--- src/rtl/mc_maindec_ext.sv ---
// Multicycle MIPS main control FSM with optional extended opcodes,
// variable-latency memory handshake, illegal-opcode detection and retire pulse.
// Outputs are combinational from state, op and memrdy.
module mc_maindec_ext #(
    parameter bit EXT_OPS  = 1'b1,
    parameter bit MEM_WAIT = 1'b1
) (
    input  logic       clk,
    input  logic       reset,
    input  logic [5:0] op,
    input  logic       memrdy,
    output logic       pcwrite,
    output logic       memwrite,
    output logic       irwrite,
    output logic       regwrite,
    output logic       alusrca,
    output logic       branch,
    output logic       bne,
    output logic       iord,
    output logic       memtoreg,
    output logic       regdst,
    output logic       zeroext,
    output logic       link,
    output logic       memreq,
    output logic [1:0] alusrcb,
    output logic [1:0] pcsrc,
    output logic [2:0] aluop,
    output logic       instret,
    output logic       illegal,
    output logic [3:0] state
);

    localparam int unsigned STATE_W = 4;

    typedef enum logic [STATE_W-1:0] {
        S_FETCH   = 4'd0,
        S_DECODE  = 4'd1,
        S_MEMADR  = 4'd2,
        S_MEMRD   = 4'd3,
        S_MEMWB   = 4'd4,
        S_MEMWR   = 4'd5,
        S_RTYPEEX = 4'd6,
        S_RTYPEWB = 4'd7,
        S_BEQEX   = 4'd8,
        S_IMMEX   = 4'd9,
        S_IMMWB   = 4'd10,
        S_JEX     = 4'd11,
        S_BNEEX   = 4'd12,
        S_JALEX   = 4'd13
    } state_t;

    localparam logic [5:0] OP_RTYPE = 6'b000000;
    localparam logic [5:0] OP_J     = 6'b000010;
    localparam logic [5:0] OP_JAL   = 6'b000011;
    localparam logic [5:0] OP_BEQ   = 6'b000100;
    localparam logic [5:0] OP_BNE   = 6'b000101;
    localparam logic [5:0] OP_ADDI  = 6'b001000;
    localparam logic [5:0] OP_SLTI  = 6'b001010;
    localparam logic [5:0] OP_ANDI  = 6'b001100;
    localparam logic [5:0] OP_ORI   = 6'b001101;
    localparam logic [5:0] OP_LW    = 6'b100011;
    localparam logic [5:0] OP_SW    = 6'b101011;

    state_t cur_state;
    state_t nxt_state;
    logic   eff_rdy;

    // Memory completion as seen by the FSM; without handshake every access is single-cycle
    assign eff_rdy = MEM_WAIT ? memrdy : 1'b1;
    assign state   = cur_state;

    // State register with synchronous reset to FETCH
    always_ff @(posedge clk) begin
        if (reset) begin
            cur_state <= S_FETCH;
        end else begin
            cur_state <= nxt_state;
        end
    end

    // Next-state and control output decode
    always_comb begin
        nxt_state = S_FETCH;
        pcwrite   = 1'b0;
        memwrite  = 1'b0;
        irwrite   = 1'b0;
        regwrite  = 1'b0;
        alusrca   = 1'b0;
        branch    = 1'b0;
        bne       = 1'b0;
        iord      = 1'b0;
        memtoreg  = 1'b0;
        regdst    = 1'b0;
        zeroext   = 1'b0;
        link      = 1'b0;
        memreq    = 1'b0;
        alusrcb   = 2'b00;
        pcsrc     = 2'b00;
        aluop     = 3'b000;
        instret   = 1'b0;
        illegal   = 1'b0;

        case (cur_state)
            S_FETCH: begin
                memreq    = 1'b1;
                alusrcb   = 2'b01;
                irwrite   = eff_rdy;
                pcwrite   = eff_rdy;
                nxt_state = eff_rdy ? S_DECODE : S_FETCH;
            end
            S_DECODE: begin
                alusrcb = 2'b11;
                case (op)
                    OP_LW, OP_SW:            nxt_state = S_MEMADR;
                    OP_RTYPE:                nxt_state = S_RTYPEEX;
                    OP_BEQ:                  nxt_state = S_BEQEX;
                    OP_ADDI:                 nxt_state = S_IMMEX;
                    OP_J:                    nxt_state = S_JEX;
                    OP_ANDI, OP_ORI, OP_SLTI: begin
                        nxt_state = EXT_OPS ? S_IMMEX : S_FETCH;
                        illegal   = !EXT_OPS;
                    end
                    OP_BNE: begin
                        nxt_state = EXT_OPS ? S_BNEEX : S_FETCH;
                        illegal   = !EXT_OPS;
                    end
                    OP_JAL: begin
                        nxt_state = EXT_OPS ? S_JALEX : S_FETCH;
                        illegal   = !EXT_OPS;
                    end
                    default: begin
                        nxt_state = S_FETCH;
                        illegal   = 1'b1;
                    end
                endcase
            end
            S_MEMADR: begin
                alusrca = 1'b1;
                alusrcb = 2'b10;
                if (op == OP_LW) begin
                    nxt_state = S_MEMRD;
                end else if (op == OP_SW) begin
                    nxt_state = S_MEMWR;
                end else begin
                    nxt_state = S_FETCH;
                end
            end
            S_MEMRD: begin
                memreq    = 1'b1;
                iord      = 1'b1;
                nxt_state = eff_rdy ? S_MEMWB : S_MEMRD;
            end
            S_MEMWB: begin
                regwrite = 1'b1;
                memtoreg = 1'b1;
                instret  = 1'b1;
            end
            S_MEMWR: begin
                memreq    = 1'b1;
                memwrite  = 1'b1;
                iord      = 1'b1;
                instret   = eff_rdy;
                nxt_state = eff_rdy ? S_FETCH : S_MEMWR;
            end
            S_RTYPEEX: begin
                alusrca   = 1'b1;
                aluop     = 3'b010;
                nxt_state = S_RTYPEWB;
            end
            S_RTYPEWB: begin
                regwrite = 1'b1;
                regdst   = 1'b1;
                instret  = 1'b1;
            end
            S_BEQEX: begin
                alusrca = 1'b1;
                aluop   = 3'b001;
                branch  = 1'b1;
                pcsrc   = 2'b01;
                instret = 1'b1;
            end
            S_BNEEX: begin
                alusrca = 1'b1;
                aluop   = 3'b001;
                bne     = 1'b1;
                pcsrc   = 2'b01;
                instret = 1'b1;
            end
            S_IMMEX: begin
                alusrca   = 1'b1;
                alusrcb   = 2'b10;
                nxt_state = S_IMMWB;
                // op is still held in the IR, so it selects the ALU function here
                case (op)
                    OP_ANDI: begin
                        aluop   = 3'b011;
                        zeroext = 1'b1;
                    end
                    OP_ORI: begin
                        aluop   = 3'b100;
                        zeroext = 1'b1;
                    end
                    OP_SLTI: aluop = 3'b101;
                    default: aluop = 3'b000;
                endcase
            end
            S_IMMWB: begin
                regwrite = 1'b1;
                instret  = 1'b1;
            end
            S_JEX: begin
                pcwrite = 1'b1;
                pcsrc   = 2'b10;
                instret = 1'b1;
            end
            S_JALEX: begin
                pcwrite  = 1'b1;
                pcsrc    = 2'b10;
                regwrite = 1'b1;
                link     = 1'b1;
                instret  = 1'b1;
            end
            default: nxt_state = S_FETCH;
        endcase

        // Reset suppresses every side effect so an aborted instruction leaves no trace
        if (reset) begin
            memreq   = 1'b0;
            memwrite = 1'b0;
            regwrite = 1'b0;
            pcwrite  = 1'b0;
            irwrite  = 1'b0;
            instret  = 1'b0;
            illegal  = 1'b0;
        end
    end

endmodule

--- config.mk ---
export PLATFORM = sky130hd
export DESIGN_NAME = mc_maindec_ext
export DESIGN_NICKNAME = d
export VERILOG_FILES = /design/src/rtl/mc_maindec_ext.sv
export SDC_FILE = /design/constraint.sdc
export NUM_CORES = 1
export LEC_CHECK = 0
export ABC_AREA = 1
export CORE_UTILIZATION = 55
export CTS_CLUSTER_DIAMETER = 200
export DETAILED_ROUTE_END_ITERATION = 12
export DONT_BUFFER_PORTS = 1
export GPL_ROUTABILITY_DRIVEN = 0
export PLACE_DENSITY = 0.81
export SYNTH_ARGS = -nofsm -noshare
export SYNTH_HDL_FRONTEND = slang
export SYNTH_SLANG_ARGS = --single-unit
--- constraint.sdc ---
create_clock -name clk -period 1.1 [get_ports clk]
set_input_delay 0.055 -clock clk [delete_from_list [all_inputs] [get_ports clk]]
set_output_delay 0.055 -clock clk [all_outputs]
set_load 0.05 [all_outputs]
==> metrics.md, run 1 <==
| Metric | Value |
|---|---|
| Status | `did not finish` |
| Stop stage | `detailed placement (3_5_place_dp)` |
| Run Error | `[ERROR DPL-0038] Utilization greater than 100%, impossible to legalize` |
| Yosys warning total | `0` |
| Cell Area, Synth | `735.7 µm²` |
| IO buf count | `0` |
| Avg Cell Area, Syn | `5.145 µm²` |
| Post-synthesis sequential area ratio | `10.88%` |
| Number of top-level pins | `35` |
| Site Rows | `12` |
| Yosys reg bits | `4` |
| Die X | `38.58 µm` |
| Synthesized instance count | `143` |
| Synth unique cells | `19` |
| DIE HEIGHT | `38.58 µm` |
| Post-Synthesis Net Count | `152` |
| Initial core utilization | `62.82%` |
==> synthesized netlist by cell type (all sizes together) <==
cell type	instances	share of area [%]
nand2	34	21
dfxtp	4	11
nor3	3	3.6
o21ai	5	3.4
a31oi	1	0.85
o211ai	1	1.0
nand3	18	12
nor2	39	25
buf	1	0.51
a21oi	10	7.3
inv	27	14
==> kinds of logic after synthesis <==
kind of cell	after synthesis	share of synthesized area, %
AO/OA/AOI/OAI	17	12.59
flip-flops	4	10.88
buffers and inverters	28	14.63
AND/OR/NAND/NOR	94	61.90
==> through the flow <==
step / worst slack (ns) / instances / cell area, µm² / TNS, ns
2_1_floorplan: -0.5717 / 143 / 977.2 / -4.018
3_3_place_gp: -0.1304 / 197 / 1461 / -0.9851
==> run 2, diff against run 1 <==
- CORE_AREA: not set -> 2 2 63 65
- CORE_UTILIZATION: 55 -> not set
- CTS_CLUSTER_DIAMETER: 200 -> not set
- DIE_AREA: not set -> 0 0 65 67
- PLACE_DENSITY: 0.81 -> not set
- PLACE_DENSITY_LB_ADDON: not set -> 0.15
- clock period: 1.1 -> 1.4 ns (I/O delays scaled with it)
==> metrics.md, run 2 <==
| Metric | Value |
|---|---|
| Status | `finished with violations` |
| Violated checks | `setup timing` |
| Site Rows | `22` |
| Drt drc | `0` |
| CP Cell Sequence | `buf_12, nand2_4, inv_2, nand3_1, a31oi_4, buf_12` |
| Synth unique cells | `19` |
| Yosys warning total | `0` |
| Clock latency on the worst-skew pair | `0.22 ns` |
| Arrival time worst endpoint | `1.40 ns` |
| Total track usage | `13.23%` |
| Ant diodes | `0` |
| First-pass GRT wire length | `4450 µm` |
| Nature of the critical path startpoint | `flip-flop` |
| Area after DPL | `0.001219 mm²` |
| Area leader, netlist | `nor2_1` |
| Number of top-level pins | `35` |
| Max reg flops | `4` |
| FF-to-FF Start | `state[2]` |
| Via density | `4.398` |
| Most common cell in the netlist | `nor2_1` |
| Slew Limit Fails | `0` |
| First drt pass iteration count | `4` |
| CTS Sinks | `4` |
| Most frequent cells in the layout | `nor2_1, nand2_1, buf_4, inv_1, nand3_1` |
| Hold Crit Depth | `5` |
| CP delay by family, top | `flip-flops` |
| Largest net degree at the start of global routing | `9` |
| Hold Path Origin | `reset` |
| R2r worst-path depth | `10` |
| Initial core utilization | `20.40%` |
| Crit path top cell by count | `buf_12` |
| Peak VDD IR | `0.1929 mV` |
| Avg Cell Area, Syn | `5.145 µm²` |
| Post-synth EDFFs | `0` |
| Leakage | `0.6966 nW` |
| Synth top area share | `17.35%` |
| Htree depth | `1` |
| 1st-iter DRT viols | `29` |
| Worst-path maximum fanout | `5` |
| Largest cells by area after synthesis | `nor2_1, nand2_1, nand3_1` |
| DR vias | `994` |
| # fillers | `380` |
| CP max stage delay | `0.39 ns` |
| Post-place setup slack | `0.01425 ns` |
| Power Density | `403.4 mW/mm²` |
| Placed insts | `215` |
| Final setup viols | `5` |
| CTS tree | `built` |
| Max-cap violations | `0` |
| WP data required | `1.33 ns` |
| GRT overflow | `0` |
| RSZ-0062 raised after global routing | `true` |
| Yosys reg bits | `4` |
| Slowest CP cell | `dfxtp_4` |
| Final Non-Filler Cells | `226` |
| FMAX | `0.6810 GHz` |
| Initial antenna violation count | `0` |
| DIE HEIGHT | `67 µm` |
| IO buf count | `0` |
| Final nets | `189` |
| Worst slew pin tran | `0.2710 ns` |
| Crit path time final | `1.468 ns` |
| Most used DFF post-synth | `dfxtp_1` |
| Clock buffer depth | `2` |
| Critical path launch point | `state[2]` |
| Post-synth ARST share | `0%` |
| Final WS setup | `-0.06844 ns` |
| Post-synthesis sequential area ratio | `10.88%` |
| WP buf/inv | `3` |
| Setup slack, reg-to-reg | `0.13 ns` |
| Synthesized instance count | `143` |
| CTS Buf Count | `3` |
| Hold Vio Cnt, Final | `0` |
| RR Endpoint | `state[3]` |
| Detail Route Antenna Nets | `0` |
| Die X | `65 µm` |
| Placeable Area | `0.003606 mm²` |
| Dpl hpwl | `2198 µm` |
| Cell Area, Synth | `735.7 µm²` |
| Fraction of layout instances using a drive strength above 1 | `47.19%` |
| Die ar. | `0.004355 mm²` |
| WL/cell | `12.03 µm` |
| Finished layout cell area | `0.001454 mm²` |
| Worst rel slew slack | `81.87%` |
| Commonest non-fill, non-tap cell in the layout | `nor2_1` |
| Clock root buffer | `clkbuf_8` |
| CP Capture Type | `primary output` |
| Total wire length | `2719 µm` |
| Vias in the first global route | `967` |
| Hold EP | `state[3]` |
| Fin crit share | `104.9%` |
| Clock skew | `0.0003551 ns` |
| CP Class | `reg -> out` |
| Post-Synthesis Net Count | `152` |
| Hold Path Class | `in -> reg` |
| Clk pin slew, worst setup/hold paths | `0.03 ns` |
| Synth-to-Final Area Change | `97.62%` |
| Most instantiated cells after synthesis | `nor2_1, nand2_1, inv_1` |
run 2: cell counts after synthesis:
No cell type changed its count.
run 2: power breakdown:
part | leakage (nW) | switching (mW) | internal, mW | total (mW)
logic | 0.639 | 0.142 | 0.0784 | 0.221
registers | 0.0355 | 0.00781 | 0.112 | 0.120
clock network | 0.0216 | 0.0620 | 0.183 | 0.245
run 2: per-layer routing:
metal | track usage [%] | part of all wire [%] | up-vias
met5 | 0 | 0 | -
met4 | 3.191 | 1.6 | 0
met3 | 2.872 | 4.5 | 5
met2 | 24.10 | 51 | 26
met1 | 15.68 | 43 | 444
li1 | - | - | 519
run 2: how the worst max path moves through the flow:
stage,to,cells past startpoint
3_5_place_dp,instret,6
4_1_cts,instret,6
3_3_place_gp,instret,6
6_report,instret,6
2_1_floorplan,instret,4
5_1_grt,instret,6
run 2: cells by family after synthesis:
logic type,Yosys count,share of synthesized area [%]
compound gates,17,12.59
buf+inv,28,14.63
flops,4,10.88
simple gates,94,61.90
run 2: tightest hold or removal path, stage by stage:
cell	delay, ns
inv_1	0.06
nand2_1	0.08
nor2_1	0.05
nand2_1	0.05
inv_1	0.03
run 2: what timing repair did:
action | in CTS | in global routing
buffers inserted | 4 | 3
endpoints found under the hold margin | 3 | 0
gates resized for setup | 10 | 20
pin swaps | 2 | 7
hold buffers | 1 | 0
endpoints found under the setup margin | 8 | 14
run 2: final cells by class:
class | instances | area, µm² | share of cell area, %
inverter | 27 | 118.9 | 8.176
clock buffer | 3 | 41.29 | 2.840
sequential | 4 | 95.09 | 6.540
timing repair buffer | 33 | 415.4 | 28.57
tap | 48 | 60.06 | 4.131
multi-input combinational | 111 | 723.2 | 49.74
run 2: metrics by stage:
step	TNS [ns]	util [%]	power, mW	hold slack [ns]
global placement	0	33.80	0.3245	0.1356
floorplan	-1.354	-	0.2655	0.3814
global route	-0.6474	40.32	0.6223	0.1817
detailed placement	0	33.80	0.3250	0.1344
finish	-0.1999	40.32	0.5865	0.1493
CTS	-0.4445	37.13	0.5828	0.1305
No activity file was read; power rests on OpenSTA's default activity.
==> run 3, diff against run 2 <==
- CELL_PAD_IN_SITES_DETAIL_PLACEMENT: not set -> 1
- CELL_PAD_IN_SITES_GLOBAL_PLACEMENT: not set -> 1
- GPL_ROUTABILITY_DRIVEN: 0 -> not set
- clock period: 1.4 -> 1.3 ns (I/O delays scaled with it)
==> metrics.md, run 3 (same netlist as run 2, synthesis figures left out) <==
| Metric | Value |
|---|---|
| Dpl hpwl | `2635 µm` |
| Area after DPL | `0.001304 mm²` |
| Critical path launch point | `state[1]` |
| Final setup viols | `17` |
| First drt pass iteration count | `4` |
| Htree depth | `1` |
| Gp weighted congestion | `0.8201` |
| Clk pin slew, worst setup/hold paths | `0.03 ns` |
| Fraction of layout instances using a drive strength above 1 | `54.14%` |
| Commonest non-fill, non-tap cell in the layout | `nand2_1` |
| Die ar. | `0.004355 mm²` |
| Final WS setup | `-0.1624 ns` |
| First-pass GRT wire length | `5002 µm` |
| DIE HEIGHT | `67 µm` |
| Final nets | `192` |
| Worst slew pin tran | `0.2875 ns` |
| CTS Sinks | `4` |
| Die X | `65 µm` |
| Clock skew | `0.001618 ns` |
| Fin crit share | `112.5%` |
| Clock buffer depth | `2` |
| Peak VDD IR | `0.2887 mV` |
| GRT overflow | `0` |
| Post-place setup slack | `-0.01733 ns` |
| Max reg flops | `4` |
| Clock latency on the worst-skew pair | `0.22 ns` |
| Final Util | `42.68%` |
| Finished layout cell area | `0.001539 mm²` |
| Violated checks | `setup timing` |
| WP data required | `1.24 ns` |
| Initial antenna violation count | `0` |
| Power Density | `420.6 mW/mm²` |
| Worst-path maximum fanout | `5` |
| Status | `finished with violations` |
| Clock root buffer | `clkbuf_8` |
| # fillers | `440` |
| Hold Path Class | `in -> reg` |
| Ant diodes | `0` |
| 1st-iter DRT viols | `27` |
| Slew Limit Fails | `0` |
| Pwr Total | `647.3 µW` |
| Max-cap violations | `0` |
| Drt drc | `0` |
| FMAX | `0.6838 GHz` |
| CP Class | `reg -> out` |
| WL/cell | `13.86 µm` |
| FF-to-FF Start | `state[2]` |
| Initial core utilization | `20.40%` |
| RSZ-0062 raised after global routing | `true` |
| Synth-to-Final Area Change | `109.2%` |
| Nature of the critical path startpoint | `flip-flop` |
| Placeable Area | `0.003606 mm²` |
| Worst rel slew slack | `80.76%` |
| Arrival time worst endpoint | `1.40 ns` |
| Crit path time final | `1.462 ns` |
| Hold Path Origin | `reset` |
| Largest net degree at the start of global routing | `9` |
| Via density | `4.502` |
| Setup TNS | `-1.474 ns` |
| IO buf count | `0` |
| Vias in the first global route | `1034` |
| Total track usage | `15.20%` |
| Number of top-level pins | `35` |
| CP Capture Type | `primary output` |
| CTS tree | `built` |
| Most frequent cells in the layout | `nand2_1, nor2_1, buf_4, inv_1, nand3_1` |
| Leakage | `0.7343 nW` |
| Hold Vio Cnt, Final | `0` |
| Detail Route Antenna Nets | `0` |
| DR vias | `1031` |
| CTS Buf Count | `3` |
| Site Rows | `22` |
| Total wire length | `3174 µm` |
-- run 3: cell count changes in the layout (fill, tap and decap cells not counted), sizes merged --
cell,previous run,this run
buf,32,35
-- run 3: critical path, cell delays in order, from the launching register on --
cell,delay [ns]
dfxtp_4,0.36
inv_4,0.08
nand2_8,0.07
nor3_4,0.23
a21oi_4,0.09
a31oi_4,0.20
buf_12,0.16
-- run 3: layout make-up --
type                            count  area [µm²]  share of cell area [%]
Clock buffer                        3       41.29                   2.683
Inverter                           27       128.9                   8.374
Multi-Input combinational cell    111       764.5                   49.67
Sequential cell                     4       95.09                   6.179
Tap cell                           48       60.06                   3.902
Timing Repair Buffer               36       449.2                   29.19
-- run 3: through the flow --
step,hold WS (ns),std cells
3_5_place_dp,0.1399,219
4_1_cts,0.1559,228
3_3_place_gp,0.1379,219
6_report,0.1624,229
5_1_grt,0.1888,229
2_1_floorplan,0.3777,143
-- run 3: layer usage --
metal	global-route usage, %	routed length (µm)
met1	19.82	1463
met4	2.660	48
met5	0	0
met3	3.716	112
met2	25.52	1551
-- run 3: repair_timing --
action                                 4_1_cts  5_1_grt
resized for setup                           27       14
hold buffers                                 1        0
endpoints found under the hold margin        3        0
setup buffers                                5        1
pin swaps                                    8        7
setup endpoints to repair                   18       22
-- run 3: worst paths after layout --
| check | end | slack [ns] | cells after the start |
|---|---|---|---|
| setup reg to reg | state[3] | 0.01 | 10 |
| hold reg to reg | state[3] | 0.72 | 5 |
| hold / removal | state[3] | 0.16 | 5 |
| setup / recovery | instret | -0.16 | 6 |
-- run 3: power breakdown --
group	total [mW]	leakage [nW]	internal, mW	switching (mW)
registers	0.130	0.0355	0.121	0.00914
clock network	0.259	0.0216	0.197	0.0617
logic	0.258	0.677	0.0927	0.166
total	0.647	0.734	0.411	0.236
